<file path="config.mk">
export PLATFORM = sky130hd
export DESIGN_NAME = pc_gen
export DESIGN_NICKNAME = d
export VERILOG_FILES = /design/src/rtl/pc_gen.sv
export SDC_FILE = /design/constraint.sdc
export NUM_CORES = 1
export LEC_CHECK = 0
export CELL_PAD_IN_SITES_DETAIL_PLACEMENT = 1
export CELL_PAD_IN_SITES_GLOBAL_PLACEMENT = 1
export CORE_UTILIZATION = 30
export CTS_CLUSTER_DIAMETER = 150
export DETAILED_ROUTE_END_ITERATION = 12
export PLACE_DENSITY_LB_ADDON = 0.1
export SYNTH_ARGS = -nofsm -noshare
export SYNTH_HDL_FRONTEND = slang
export SYNTH_SLANG_ARGS = --single-unit
</file>
<file path="constraint.sdc">
create_clock -name clk -period 8.6 [get_ports clk]
set_input_delay 2.58 -clock clk [delete_from_list [all_inputs] [get_ports clk]]
set_output_delay 2.58 -clock clk [all_outputs]
set_load 0.05 [all_outputs]
</file>
<file path="src/rtl/pc_gen.sv">
// Fetch-PC generator: sequential fetch, D-stage branch/jump/eret redirects,
// exception vectoring, and a one-deep pending redirect for cycles without a fetch ack.
module pc_gen #(
  parameter logic [31:0] RESET_PC    = 32'h0000_3000,
  parameter logic [31:0] EXC_VEC     = 32'h0000_4180,
  parameter logic [31:0] ERET_OFFSET = 32'd4,
  parameter bit          DELAY_SLOT  = 1'b1
) (
  input  logic        clk,
  input  logic        reset,
  input  logic        imem_ack,
  input  logic        stall,
  input  logic        req,
  input  logic        eret_D,
  input  logic [31:0] epc,
  input  logic [2:0]  npc_op_D,
  input  logic [31:0] instr_D,
  input  logic [31:0] pc_D,
  input  logic [31:0] rs_val_D,
  input  logic        cmp_true_D,
  output logic [31:0] pc_F,
  output logic        flush_F,
  output logic        pend_v,
  output logic        op_err,
  output logic [15:0] redirect_cnt
);

  logic [31:0] pc_q, pc_d;
  logic [31:0] pend_tgt_q, pend_tgt_d;
  logic        pend_v_q, pend_v_d;
  logic        op_err_q, op_err_d;
  logic [15:0] cnt_q, cnt_d;

  logic [31:0] base;
  logic [31:0] d_target;
  logic        taken;
  logic        d_redir;
  logic        advance;
  logic        applied;

  logic unused_instr_hi;
  assign unused_instr_hi = ^instr_D[31:26];

  assign base    = pc_D + 32'd4;
  assign advance = imem_ack & ~stall;

  always_comb begin
    taken    = 1'b0;
    d_target = base;
    if (eret_D) begin
      d_target = epc + ERET_OFFSET;
    end else begin
      unique case (npc_op_D)
        3'b001: begin
          taken    = cmp_true_D;
          d_target = base + {{14{instr_D[15]}}, instr_D[15:0], 2'b00};
        end
        3'b010: begin
          taken    = 1'b1;
          d_target = {base[31:28], instr_D[25:0], 2'b00};
        end
        3'b011: begin
          taken    = 1'b1;
          d_target = rs_val_D;
        end
        default: taken = 1'b0;  // 000 and illegal 1xx behave as no redirect
      endcase
    end
  end

  // A stalled D stage is re-presented next cycle, so it never redirects now.
  assign d_redir = ~stall & (eret_D | taken);

  always_comb begin
    pc_d       = pc_q;
    pend_v_d   = pend_v_q;
    pend_tgt_d = pend_tgt_q;
    op_err_d   = op_err_q | npc_op_D[2];
    applied    = 1'b0;
    if (req) begin
      pc_d     = EXC_VEC;
      pend_v_d = 1'b0;
      applied  = 1'b1;
    end else if (advance) begin
      if (pend_v_q) begin
        pc_d     = pend_tgt_q;
        pend_v_d = 1'b0;
        applied  = 1'b1;
      end else if (d_redir) begin
        pc_d    = d_target;
        applied = 1'b1;
      end else begin
        pc_d = pc_q + 32'd4;
      end
    end else if (d_redir && !pend_v_q) begin
      pend_v_d   = 1'b1;
      pend_tgt_d = d_target;
    end
    cnt_d = (applied && cnt_q != 16'hFFFF) ? cnt_q + 16'd1 : cnt_q;
  end

  always_ff @(posedge clk or posedge reset) begin
    if (reset) begin
      pc_q       <= RESET_PC;
      pend_v_q   <= 1'b0;
      pend_tgt_q <= '0;
      op_err_q   <= 1'b0;
      cnt_q      <= '0;
    end else begin
      pc_q       <= pc_d;
      pend_v_q   <= pend_v_d;
      pend_tgt_q <= pend_tgt_d;
      op_err_q   <= op_err_d;
      cnt_q      <= cnt_d;
    end
  end

  assign pc_F         = pc_q;
  assign pend_v       = pend_v_q;
  assign op_err       = op_err_q;
  assign redirect_cnt = cnt_q;
  assign flush_F      = !DELAY_SLOT && imem_ack && (pend_v_q || d_redir);

endmodule

</file>
* Yosys cells after proc, flatten, opt, wreduce, memory -nomap -nowiden
Index checks and enable logic that the tools add are counted.
W data, S select, Z words.
** Storage, ports and cells
- Bits of input ports :: 138
- Bits in registers :: 82
- Word-level logic and storage cells :: 43
- Output and inout bits :: 51
** Cells by class
- Reduce and logical (&&, ||, !) cells :: 7
- Muxes and demuxes :: 15
- Eq/ne operators :: 4
- Bitwise operators :: 7
- Add/subtract/negate cells :: 5
** Operators by type and width (count)
- $mux W32 :: 5
- $add A32 B3 Y32 const B :: 3
- $pmux W32 S3 :: 1
- $add A32 B32 Y32 :: 1
- $add A16 B1 Y16 const B :: 1
- $ne A16 B16 Y1 const B :: 1
- $mux W1 :: 8
- $eq A3 B2 Y1 const B :: 2
- $eq A3 B1 Y1 const B :: 1
- $not A1 Y1 :: 3
- $reduce_and A3 Y1 :: 1
- $reduce_bool A3 Y1 :: 1
- $and A1 B1 Y1 :: 2
- $logic_and A1 B1 Y1 :: 2
- $or A1 B1 Y1 :: 2
- $pmux W1 S2 :: 1
- $reduce_bool A2 Y1 :: 1
- $reduce_or A2 Y1 :: 1
- $logic_not A1 Y1 :: 1

* Depth between registers and ports, before layout
- Depth after elaboration :: 11
- Mapped depth :: 16
- Mapped depth without buffers :: 15

* Least setup slack after synthesis
OpenSTA, ideal clock, no wires.
- Path type :: input to register
- Start point :: input port pc_D[2]
- End point :: register pend_tgt_q[27]
- Library setup time :: 0.121 ns
- Buffers on the path :: 1
- Arrival time :: 5.555 ns
- Stages :: 16
- Path slack :: 2.924 ns
- Data required time :: 8.479 ns
- Cell sequence :: ha_1 > nand4_1 > nor4_1 > nand2_1 > xnor2_1 > ha_1 > clkbuf_1 > a21oi_1 > o21ai_1 > a221oi_1 > nor2_1 > o21a_1 > or3_1 > a31oi_1 > a211o_1 > o21ai_1
** Between the ends
- Word-level cells in the longest chain between the ends :: 4
** Ends and longest elaborated chain
- start: declaration :: RTL line 18 : input logic [31:0] pc_D,
- $add A32 B3 Y32 * :: RTL line 44 : assign base = pc_D + 32'd4;
- $add A32 B32 Y32 :: RTL line 56 : d_target = base + {{14{instr_D[15]}}, instr_D[15:0], 2'b00};
- $pmux W32 S3 * :: RTL line 53 : unique case (npc_op_D)
- $mux W32 * :: RTL line 50 : if (eret_D) begin
- end signal: assignment :: RTL line 112 : pend_tgt_q <= pend_tgt_d;
- end: declaration :: RTL line 29 : logic [31:0] pend_tgt_q, pend_tgt_d;
Every way passes the cells marked *; elsewhere a longest branch is shown, timed or not.
A chain may end at the register's enable or synchronous reset.

* Worst setup path after layout
Same ends and word-level chain as after synthesis.

==> summary.md <==
| Metric | Value |
|---|---|
| Total core area | between 0.02 and 0.03 sq mm |
| Non-filler instance count after layout | around 1600 |
| Syn Inst Count | 1062 |
| Vias per inst | ~5.4 |
| CP Class | in -> reg |
| Worst-Margin Slew | between 0.9 and 1 ns |
| Initial DRC count | between 400 and 500 |
| Final period util | 0.7771 |
| CTS tree | built |
| Yosys reg bits | slightly above 80 |
| P_leak | ~4.2 nW |
| Setup bufs post-CTS | 0 |
| Syn avg cell area | approximately 8 sq um |
| Max Cap Viol | 0 |
| Comb pwr share | 0.417 |
| Slew HR | 0.3345 |
| EDFF count, synth | 0 |
| GPL Wtd Cong | 0.8745 |
| P&R area growth vs syn | 29.04% |
| IO buf count | 181 |
| Die height | 168.7 um |
| Net Sw Power | 584.0 uW |
| Root Driver | clkbuf_16 |
| Fin. max-slew vios | 0 |
| Clock power share | 0.244 |
| Critical Path RT | slightly below 9 ns |
| Maximum clock path buffer count | 2 |
| RSZ-0062 raised after global routing | no |
| CP Launch Type | primary input |
| Clk sink count | 82 |
| First-pass GRT wire length | ~50 mm |
| Status | complete, no violations |
| Initial antenna violation count | 1 |
| DIE WIDTH | 168.7 um |
| Overall Power | 1.475 mW |
| Post-place setup slack | around 1.7 ns |
| Asr flop ratio synth | 1.000 |
| Vias in the first global route | ~8800 |
| Top cell type's share of synthesized area | 0.2402 |
| Flop pwr share | 0.340 |
| Drt first pass iters | 7 |
| Crit end category | flop |
| Fmax | between 100 and 150 MHz |
| Proportion of layout cells with a drive suffix above 1 | 0.06525 |
| Clock Pin Slew Worst Setup and Hold Paths | ~0.070 ns |
| Die area | approximately 0.028 sq mm |
| Synth cell types | 87 |
| Site Rows | 60 |
| Layout Utilization | 0.3968 |
| Overall Global Routing Usage | 0.2265 |
| Placed Cells | between 1500 and 2000 |
| Final setup fails | 0 |
| Hold-fix buffer count after cts | 0 |
| Cell taking the most area after synthesis | dfrtp_1 |
| Ports | 189 |
| YS warnings | 0 |
| Synthesized Nets | between 1000 and 1500 |
| Wire length per cell | approximately 20 um |
| Resized Gates After CTS | 0 |
| Num CTS Buffers | 9 |
| Total wire length | around 32 mm |
| DP Wirelength | between 20 and 25 mm |
| Peak VDD IR | approximately 0.090 mV |
| Hold Crit Class | reg -> reg |
| Clk Latency, worst-skew pair | around 0.34 ns |
| Setup TNS | 0 ns |
| CP Max Fanout | 7 |
| GR Overflow Total | 0 |
| Final WS setup | roughly 1.9 ns |
| H-tree Lvls | 3 |
| CP Data Arrival Time | between 6 and 7 ns |
| Final Skew | between 0.01 and 0.015 ns |
| Post-Syn Area | between 0.008 and 0.009 sq mm |
| Remaining routing DRC violations | 0 |
| Internal power | around 900 uW |
| Final hold viol count | 0 |
| Net Sw Frac | 0.3958 |
| Power Density | approximately 140 mW/mm^2 |
| Commonest register cell after synthesis | dfrtp_1 |
| DRT antenna net count | 0 |
| Synth top area cells | dfrtp_1 24%, xnor2_1 6.6%, nand2_1 6.2% |
| Final min period | approximately 6.7 ns |
| Register area share after synthesis | 0.2465 |
| Largest net degree at the start of global routing | between 50 and 60 |
| Vias | between 8000 and 9000 |
| Initial core utilization | 0.3075 |
| Total Nets Final | 1400 |
[per-layer routing]
metal | wire length [um] | vias up | global-route usage
met4 | 551 | 0 | 0.06126
li1 | - | 4235 | -
met1 | 15840 | 4171 | 0.3243
met5 | 0 | - | 0
met2 | 14540 | 189 | 0.3667
met3 | 937 | 26 | 0.01473
[final timing paths]
check	start	to	slack [ns]	cells past startpoint
max	pc_D[2]	pend_tgt_q[27]$_DFFE_PP0P_	1.92	17
min	op_err$_DFF_PP0_	op_err$_DFF_PP0_	0.47	1
max reg2reg	pend_v$_DFFE_PP0P_	pend_tgt_q[8]$_DFFE_PP0P_	5.33	6
min reg2reg	op_err$_DFF_PP0_	op_err$_DFF_PP0_	0.47	1
max in group asynchronous	reset	pc_F[24]$_DFFE_PP0N_	4.89	3
min in group asynchronous	reset	redirect_cnt[7]$_DFFE_PP0P_	2.60	2
[flip-flops by register name, summed over array words and instances, names as in the netlist]
signal	flops
pend_tgt_q	32
pc_F	32
pend_v	1
redirect_cnt	16
op_err	1
[logic make-up (layout without fill, tap and decap cells)]
logic type / Yosys count / after routing / synth area share
and+or+nand+nor: 430 / 430 / 0.2552
adders and majority gates: 41 / 41 / 0.06245
xor gates and xnor gates: 109 / 109 / 0.1154
DFF: 82 / 82 / 0.2465
muxes: 31 / 31 / 0.03843
buffers and inverters: 73 / 237 / 0.04098
AOI/OAI and AO/OA: 295 / 295 / 0.2405
other: 1 / 2 / 0.0004500
[worst max-delay path: stages]
cell             delay [ns]
clkdlybuf4s50_1        0.55
ha_1                   0.20
nand4_1                0.15
nor4_1                 0.30
buf_4                  0.19
nand2_1                0.07
xnor2_1                0.34
ha_1                   0.40
a21oi_1                0.16
o21ai_1                0.13
a221oi_1               0.51
nor2_1                 0.16
o21a_1                 0.22
or3_1                  0.30
a31oi_1                0.28
a211o_1                0.24
o21ai_1                0.09
[placed cells by master, fill, tap and decap left out, types with 9 or more instances in the layout]
cell               n
clkdlybuf4s50_1  179
nand2_1          136
nor2_1            96
dfrtp_1           80
a21oi_1           68
xnor2_1           63
o21ai_0           61
nand3_1           50
xor2_1            45
ha_1              40
nor3_1            26
nand4_1           26
mux2i_1           23
inv_1             22
and3_1            19
a21o_1            19
a211oi_1          18
buf_4             16
a31oi_1           13
and4_1            11
o22ai_1           11
a221oi_1          10
and2_1             9
or3_1              9
clkbuf_16          9
[Yosys cell counts (5+ instances only)]
master,number
a211oi_1,18
a21o_1,19
a21oi_1,68
a221o_1,6
a221oi_1,10
a31o_2,5
a31oi_1,13
and2_1,9
and3_1,19
and4_1,11
buf_6,5
clkbuf_1,32
dfrtp_1,80
ha_1,40
inv_1,23
mux2_2,8
mux2i_1,23
nand2_1,137
nand2b_1,8
nand3_1,50
nand4_1,26
nor2_1,96
nor2b_1,9
nor3_1,26
nor3b_1,5
nor4_1,6
o211ai_1,8
o21a_1,6
o21ai_0,61
o21ai_1,8
o221ai_1,8
o22ai_1,11
o31ai_1,5
or3_1,9
xnor2_1,63
xor2_1,45
[metrics by stage]
stage | cell area [sq um] | hold slack (ns)
finish | 10750 | 0.4692
detailed placement | 10480 | 0.4509
CTS | 10750 | 0.4709
global route | 10750 | 0.4977
floorplan | 8334 | 0.4379
global placement | 10480 | 0.4526
[area by class of cell]
type | count | area, sq um
sequential | 82 | 2054
tap | 372 | 465.4
timing repair buffer | 197 | 1922
clock buffer | 10 | 229.0
fill | 3263 | 16350
inverter | 24 | 91.34
multi-input combinational | 907 | 5947
clock inverter | 6 | 42.54
antenna | 1 | 2.502
[power by group through the flow]
stage	Combinational, mW	Sequential (mW)	Clock (mW)
3_5_place_dp	0.613	0.509	0
6_report	0.615	0.501	0.360
5_1_grt	0.670	0.512	0.382
3_3_place_gp	0.604	0.507	0
2_1_floorplan	0.299	0.586	0
4_1_cts	0.616	0.502	0.370
(Power assumes the default switching activity.)
